--- src/rtl/button_pulse_conditioner_if.sv ---
// button_pulse_conditioner_if: raw button levels in, mutually exclusive press pulses out
// Signals: add1_raw..add4_raw, rst1_raw, rst2_raw (raw levels from the panel)
//          add1..add4, rst1, rst2 (one-cycle press pulses to the meter controller)
// Modports: master drives the raw levels and receives pulses; slave is the conditioner.
interface button_pulse_conditioner_if;
    logic add1_raw, add2_raw, add3_raw, add4_raw, rst1_raw, rst2_raw;
    logic add1, add2, add3, add4, rst1, rst2;
    modport master (
        output add1_raw, add2_raw, add3_raw, add4_raw, rst1_raw, rst2_raw,
        input  add1, add2, add3, add4, rst1, rst2
    );
    modport slave (
        input  add1_raw, add2_raw, add3_raw, add4_raw, rst1_raw, rst2_raw,
        output add1, add2, add3, add4, rst1, rst2
    );
endinterface

--- src/rtl/button_pulse_conditioner.sv ---
// button_pulse_conditioner: synchronize, debounce and serialize six pushbuttons into one-cycle pulses
// Ports: clk  system clock
//        rst  synchronous active-high reset
//        bus  slave side: six raw levels in, six mutually exclusive registered press pulses out
// Internal bit order is priority order: [5]=rst1 [4]=rst2 [3]=add1 [2]=add2 [1]=add3 [0]=add4.
module button_pulse_conditioner #(
    parameter int DEBOUNCE_CYCLES = 2,
    parameter int CNT_W = 4
) (
    input logic clk,
    input logic rst,
    button_pulse_conditioner_if.slave bus
);
    typedef enum logic [1:0] {IDLE, WAIT_PRESS, PRESSED, WAIT_RELEASE} state_t;
    localparam logic [CNT_W-1:0] DC = CNT_W'(DEBOUNCE_CYCLES);
    localparam logic [CNT_W-1:0] ONE = CNT_W'(1);
    logic [5:0] raw, s1_q, s2_q, armed_q, armed_d, pend_q, pend_d, out_q, out_d, acc;
    logic [1:0] vld_q, vld_d;
    logic [CNT_W-1:0] inc;
    state_t st_q [6];
    state_t st_d [6];
    logic [CNT_W-1:0] cnt_q [6];
    logic [CNT_W-1:0] cnt_d [6];
    assign raw = {bus.rst1_raw, bus.rst2_raw, bus.add1_raw, bus.add2_raw, bus.add3_raw, bus.add4_raw};
    assign {bus.rst1, bus.rst2, bus.add1, bus.add2, bus.add3, bus.add4} = out_q;
    // s2 holds reset zeros for the first two edges after reset, not real button
    // samples; vld marks when s2 reflects the panel so a button held through
    // reset is not mistaken for released and armed.
    assign vld_d = {vld_q[0], 1'b1};
    always_comb begin
        armed_d = armed_q | (~s2_q & {6{vld_q[1]}});
        acc = '0;
        inc = '0;
        for (int b = 0; b < 6; b++) begin
            st_d[b] = st_q[b];
            cnt_d[b] = cnt_q[b];
            inc = cnt_q[b] + ONE;
            case (st_q[b])
                IDLE: if (s2_q[b] && armed_q[b]) begin
                    st_d[b] = (DC == ONE) ? PRESSED : WAIT_PRESS;
                    cnt_d[b] = (DC == ONE) ? '0 : ONE;
                    acc[b] = (DC == ONE);
                end
                WAIT_PRESS: begin
                    st_d[b] = !s2_q[b] ? IDLE : (inc == DC) ? PRESSED : WAIT_PRESS;
                    cnt_d[b] = (!s2_q[b] || inc == DC) ? '0 : inc;
                    acc[b] = s2_q[b] && inc == DC;
                end
                PRESSED: if (!s2_q[b]) begin
                    st_d[b] = (DC == ONE) ? IDLE : WAIT_RELEASE;
                    cnt_d[b] = (DC == ONE) ? '0 : ONE;
                end
                WAIT_RELEASE: begin
                    st_d[b] = s2_q[b] ? PRESSED : (inc == DC) ? IDLE : WAIT_RELEASE;
                    cnt_d[b] = (s2_q[b] || inc == DC) ? '0 : inc;
                end
            endcase
        end
    end
    // Ascending scan so the highest-priority pending bit wins.
    always_comb begin
        out_d = '0;
        for (int i = 0; i < 6; i++)
            if (pend_q[i]) begin
                out_d = '0;
                out_d[i] = 1'b1;
            end
        pend_d = (pend_q & ~out_d) | acc;
    end
    always_ff @(posedge clk) begin
        if (rst) begin
            s1_q <= '0;
            s2_q <= '0;
            armed_q <= '0;
            pend_q <= '0;
            out_q <= '0;
            vld_q <= '0;
            for (int b = 0; b < 6; b++) begin
                st_q[b] <= IDLE;
                cnt_q[b] <= '0;
            end
        end else begin
            s1_q <= raw;
            s2_q <= s1_q;
            armed_q <= armed_d;
            pend_q <= pend_d;
            out_q <= out_d;
            vld_q <= vld_d;
            for (int b = 0; b < 6; b++) begin
                st_q[b] <= st_d[b];
                cnt_q[b] <= cnt_d[b];
            end
        end
    end
endmodule

--- src/flat_wrapper.sv ---
// flat-port wrapper written by rule: the top's interface ports become plain ports
module button_pulse_conditioner_flat 
#(
    parameter int DEBOUNCE_CYCLES = 2,
    parameter int CNT_W = 4
)
  (clk, rst, bus_add1_raw, bus_add2_raw, bus_add3_raw, bus_add4_raw, bus_rst1_raw, bus_rst2_raw, bus_add1, bus_add2, bus_add3, bus_add4, bus_rst1, bus_rst2);
  button_pulse_conditioner_if bus_i ();
  input logic clk;
  input logic rst;
  input wire logic [$bits(bus_i.add1_raw)-1:0] bus_add1_raw;
  input wire logic [$bits(bus_i.add2_raw)-1:0] bus_add2_raw;
  input wire logic [$bits(bus_i.add3_raw)-1:0] bus_add3_raw;
  input wire logic [$bits(bus_i.add4_raw)-1:0] bus_add4_raw;
  input wire logic [$bits(bus_i.rst1_raw)-1:0] bus_rst1_raw;
  input wire logic [$bits(bus_i.rst2_raw)-1:0] bus_rst2_raw;
  output wire logic [$bits(bus_i.add1)-1:0] bus_add1;
  output wire logic [$bits(bus_i.add2)-1:0] bus_add2;
  output wire logic [$bits(bus_i.add3)-1:0] bus_add3;
  output wire logic [$bits(bus_i.add4)-1:0] bus_add4;
  output wire logic [$bits(bus_i.rst1)-1:0] bus_rst1;
  output wire logic [$bits(bus_i.rst2)-1:0] bus_rst2;
  assign bus_i.add1_raw = bus_add1_raw;
  assign bus_i.add2_raw = bus_add2_raw;
  assign bus_i.add3_raw = bus_add3_raw;
  assign bus_i.add4_raw = bus_add4_raw;
  assign bus_i.rst1_raw = bus_rst1_raw;
  assign bus_i.rst2_raw = bus_rst2_raw;
  assign bus_add1 = bus_i.add1;
  assign bus_add2 = bus_i.add2;
  assign bus_add3 = bus_i.add3;
  assign bus_add4 = bus_i.add4;
  assign bus_rst1 = bus_i.rst1;
  assign bus_rst2 = bus_i.rst2;
  button_pulse_conditioner #(.DEBOUNCE_CYCLES(DEBOUNCE_CYCLES), .CNT_W(CNT_W)) u_core (.clk(clk), .rst(rst), .bus(bus_i));
endmodule
--- config.mk ---
export PLATFORM = sky130hd
export DESIGN_NAME = button_pulse_conditioner_flat
export DESIGN_NICKNAME = d
export VERILOG_FILES = /design/src/rtl/button_pulse_conditioner_if.sv /design/src/rtl/button_pulse_conditioner.sv /design/src/flat_wrapper.sv
export SDC_FILE = /design/constraint.sdc
export NUM_CORES = 1
export LEC_CHECK = 0
export CORE_ASPECT_RATIO = 2
export CORE_UTILIZATION = 40
export DETAILED_ROUTE_END_ITERATION = 16
export PLACE_DENSITY = 0.61
export SLEW_MARGIN = 0
export SYNTH_ARGS = -nofsm -noshare
export SYNTH_HDL_FRONTEND = slang
export SYNTH_SLANG_ARGS = --single-unit
--- constraint.sdc ---
create_clock -name clk -period 5.12 [get_ports clk]
set_input_delay 0.512 -clock clk [delete_from_list [all_inputs] [get_ports clk]]
set_output_delay 0.512 -clock clk [all_outputs]
set_load 0.02 [all_outputs]
==> run summary <==
The final net count is 407. The cell family contributing the most delay on the critical path is compound AO/OA/AOI/OAI gates. Counting flops with a built-in enable in the synthesized netlist gives 0. Sorting the synthesized cells by area gives the leading types as dfxtp_1 43%, ha_1 6.3%, a21oi_1 4.5%, nor2b_1 4.3%, inv_1 4.2%. The number of CTS-inserted buffers is 9.

The worst hold path begins at u_core.s1_q[2]$_SDFF_PP0_. After detailed routing, the number of remaining DRC violations is 0. The overall die area came out at 0.00837 mm2. The area occupied by registers came out at 0.00136 mm2. The min-delay analysis places its worst path in the category reg -> reg. The number of top-level design ports came out at 14. Setup repair after global routing left no endpoint under its margin. The final routed wire length divided by cell count is 13.3 um. The synthesized flop and latch total is 68.

The number of antenna violations at the first check in global routing came out at 0. The endpoint of the worst hold path is u_core.s2_q[2]$_SDFF_PP0_. The ratio of cells with drive above 1 in the final layout came out at 5.68%. In this run the register-to-register setup slack is 3.30 ns. The area after detailed placement is 0.00341 mm2.

The final critical path time including I/O delays and setup is 1.82 ns. The cell sitting at the root of the clock tree is a clkbuf_16. The post-route standard cell area excluding fillers is 0.00368 mm2. The data required time at the worst endpoint is 5.37 ns. The core box area is 0.00766 mm2. The power per cell area came out at 319 mW/mm2. The total routing resource utilization after global routing is 17.0%. The number of distinct library cells after synthesis is 45.

The filler cell count in the final layout is 775. For this run, asynchronously set or reset flops after synthesis account for 0%. The arrival time reported for the critical path endpoint is 2.08 ns. After technology mapping, the gate count stands at 366. The number of buffers and inverters on the critical path is 1. The largest total area in the synthesized netlist belongs to dfxtp_1. The maximum frequency from static timing analysis is 0.548 GHz. The critical path is of the reg -> reg type. The max-slew violation total from the final report came out at 0.

The iteration count of the initial detailed-routing pass came out at 4. The number of warning messages in the yosys log came out at 0. After clock tree synthesis, the setup repair step added 0 buffers. The clock transition at the registers of the reported paths is 0.05 ns. The remaining number of nets flagged by the antenna check after routing came out at 0. In this run the critical register-to-register path is launched from u_core.st_q[4][1]$_SDFFE_PP0P_.

The floorplan step set the die height to 128 um. The slowest cell on the critical path is or4_1. The peak supply drop came out at 0.000176 V. Clock latency on the worst-skew pair, taken at its later pin, is 0.33 ns. The count of final hold-check violations is 0. The cell area that synthesis handed to floorplanning was 0.00320 mm2. The initial core utilization is 41.7%. The total negative slack came out at 0 ns.

The top cell type by area accounts for 42.6% of the synthesized area. The delay of the slowest critical-path stage is 0.49 ns. The post-cts repair resize count is 0. The number of global-route vias before repair is 2,599. At the pin with the least slew margin, the transition time is 0.672 ns.

The footprint of the multi-input gates is 0.00166 mm2. The starting DRC count in detailed routing is 125. The HPWL reported at the end of detailed placement is 4590 um. The area added between synthesis and finish came out at 15.1%.

The largest fanout of any net on the critical path is 10. Port buffering added 13 buffers. The number of buffers on the longest clock path came out at 2. In this run the tightest slew margin relative to its limit is 55.2%.

The cts-stage hold buffer count is 0. The routed via count divided by cell count came out at 5.60. The clock net sink count is 68.

The final critical path takes up 35.6% of the cycle. After synthesis, the mean cell area works out to 8.73 um2. The number of violations of the max-capacitance limit came out at 0. The total number of placement rows came out at 45. The TritonCTS clock tree is built. The leakage dissipation is 1.31 nW. The proportion of synthesized chip area in sequential cells is 42.6%. The number of antenna diodes in the final layout is 0.

The worst register-to-register path has a depth of 6. The total global routing overflow came out at 0. STA classifies the critical path startpoint as a flip-flop.

In the synthesized netlist the dominant register cell turns out to be dfxtp_1. Walking the worst path, the cells encountered are inv_1, ha_1, a211oi_1, a21o_1, or4_1, o21ai_1. In this run the critical register-to-register path is captured at u_core.cnt_q[0][17]$_SDFFE_PP0P_. The commonest cells after synthesis are 68 x dfxtp_1, 36 x inv_1, 29 x a21oi_1. The largest net degree at the start of global routing came out at 68.

The H-tree was split into 3 levels. Among all cell types in the netlist, the one instantiated most often is dfxtp_1. STA classifies the critical path endpoint as a flip-flop. The largest clock skew in the final design is 0.00408 ns.

The sum of routed wire length over all layers came out at 6380 um. The count of final setup violators is 0. The flow ran to the end, and the final reports show no timing, DRC or antenna violations.

The routability congestion estimate came out at 0.828. Along the worst hold path, the cell count comes to 1. The overall via count from detail_route came out at 2,693. The width of the chip is 65.2 um.

The wire length of the first global-routing pass came out at 11,000 um. The net count of the mapped netlist came out at 390.
[cells in the final DEF, fill, tap and decap left out, types with 12 or more instances in the layout]
cell type,instances
a211oi_1,13
nand2_1,14
nor3_1,16
inv_1,36
o21ai_0,20
ha_1,16
dfxtp_1,68
a21oi_1,29
nor2_1,27
clkdlybuf4s50_1,12
nor2b_1,22
[per-stage QoR]
step / hold WS, ns / power (W) / instances / util, % / setup WS (ns)
floorplan: 0.414 / 0.000611 / 366 / - / 3.47
global placement: 0.418 / 0.000625 / 466 / 44.5 / 3.24
detailed placement: 0.424 / 0.000628 / 466 / 44.5 / 3.22
CTS: 0.436 / 0.00119 / 481 / 48.0 / 3.31
global route: 0.451 / 0.00121 / 481 / 48.0 / 3.14
finish: 0.435 / 0.00118 / 481 / 48.0 / 3.30
[layer usage]
metal	vias to the layer above	part of all wire [%]	global-route usage [%]
li1	1364	-	-
met1	1266	38	15.9
met2	45	56	32.0
met3	18	2.5	3.01
met4	0	3.7	11.8
met5	-	0	0
[worst reg2reg max path, cell delays in order, from the launching register on]
cell      delay (ns)
dfxtp_1         0.40
inv_1           0.09
ha_1            0.28
a211oi_1        0.06
a21o_1          0.28
or4_1           0.49
o21ai_1         0.15
[kinds of logic (layout without fill, tap and decap cells)]
family	after synthesis	after routing	synth area share, %
buffers and inverters	44	65	5.40
xor gates and xnor gates	4	4	1.10
and+or+nand+nor	127	127	21.8
muxes	2	2	0.626
adders and majority gates	16	16	6.26
AOI/OAI and AO/OA	105	105	22.2
DFF	68	68	42.6
[sequential cells by signal, indices dropped and copies added, names as in the netlist]
signal / cells
u_core.armed_q: 6
u_core.cnt_q: 24
u_core.out_q: 6
u_core.pend_q: 6
u_core.s1_q: 6
u_core.s2_q: 6
u_core.st_q: 12
u_core.vld_q: 2
[how the worst max path moves through the flow]
stage / startpoint / to / cells past startpoint
3_5_place_dp: rst / u_core.pend_q[4]$_SDFF_PP0_ / 5
4_1_cts: u_core.st_q[4][1]$_SDFFE_PP0P_ / u_core.cnt_q[0][19]$_SDFFE_PP0P_ / 6
2_1_floorplan: u_core.st_q[4][0]$_SDFFE_PP0P_ / u_core.cnt_q[0][19]$_SDFFE_PP0P_ / 7
5_1_grt: u_core.st_q[4][1]$_SDFFE_PP0P_ / u_core.cnt_q[0][17]$_SDFFE_PP0P_ / 6
6_report: u_core.st_q[4][1]$_SDFFE_PP0P_ / u_core.cnt_q[0][17]$_SDFFE_PP0P_ / 6
3_3_place_gp: rst / u_core.pend_q[4]$_SDFF_PP0_ / 5
[final cells by class]
| type | instances | area share (%) |
|---|---|---|
| Clock buffer | 13 | 7.07 |
| Clock inverter | 2 | 0.272 |
| Inverter | 36 | 3.67 |
| Multi-Input combinational cell | 254 | 45.2 |
| Tap cell | 94 | 3.20 |
| Timing Repair Buffer | 14 | 3.61 |
| Sequential cell | 68 | 37.0 |
[where the power goes]
part           leakage (nW)  internal [W]  total (W)  switching, W
sequential            0.553      0.000543   0.000556     0.0000130
combinational         0.626     0.0000254  0.0000610     0.0000356
clock                 0.135      0.000350   0.000558      0.000209
No activity file was read; power rests on OpenSTA's default activity.
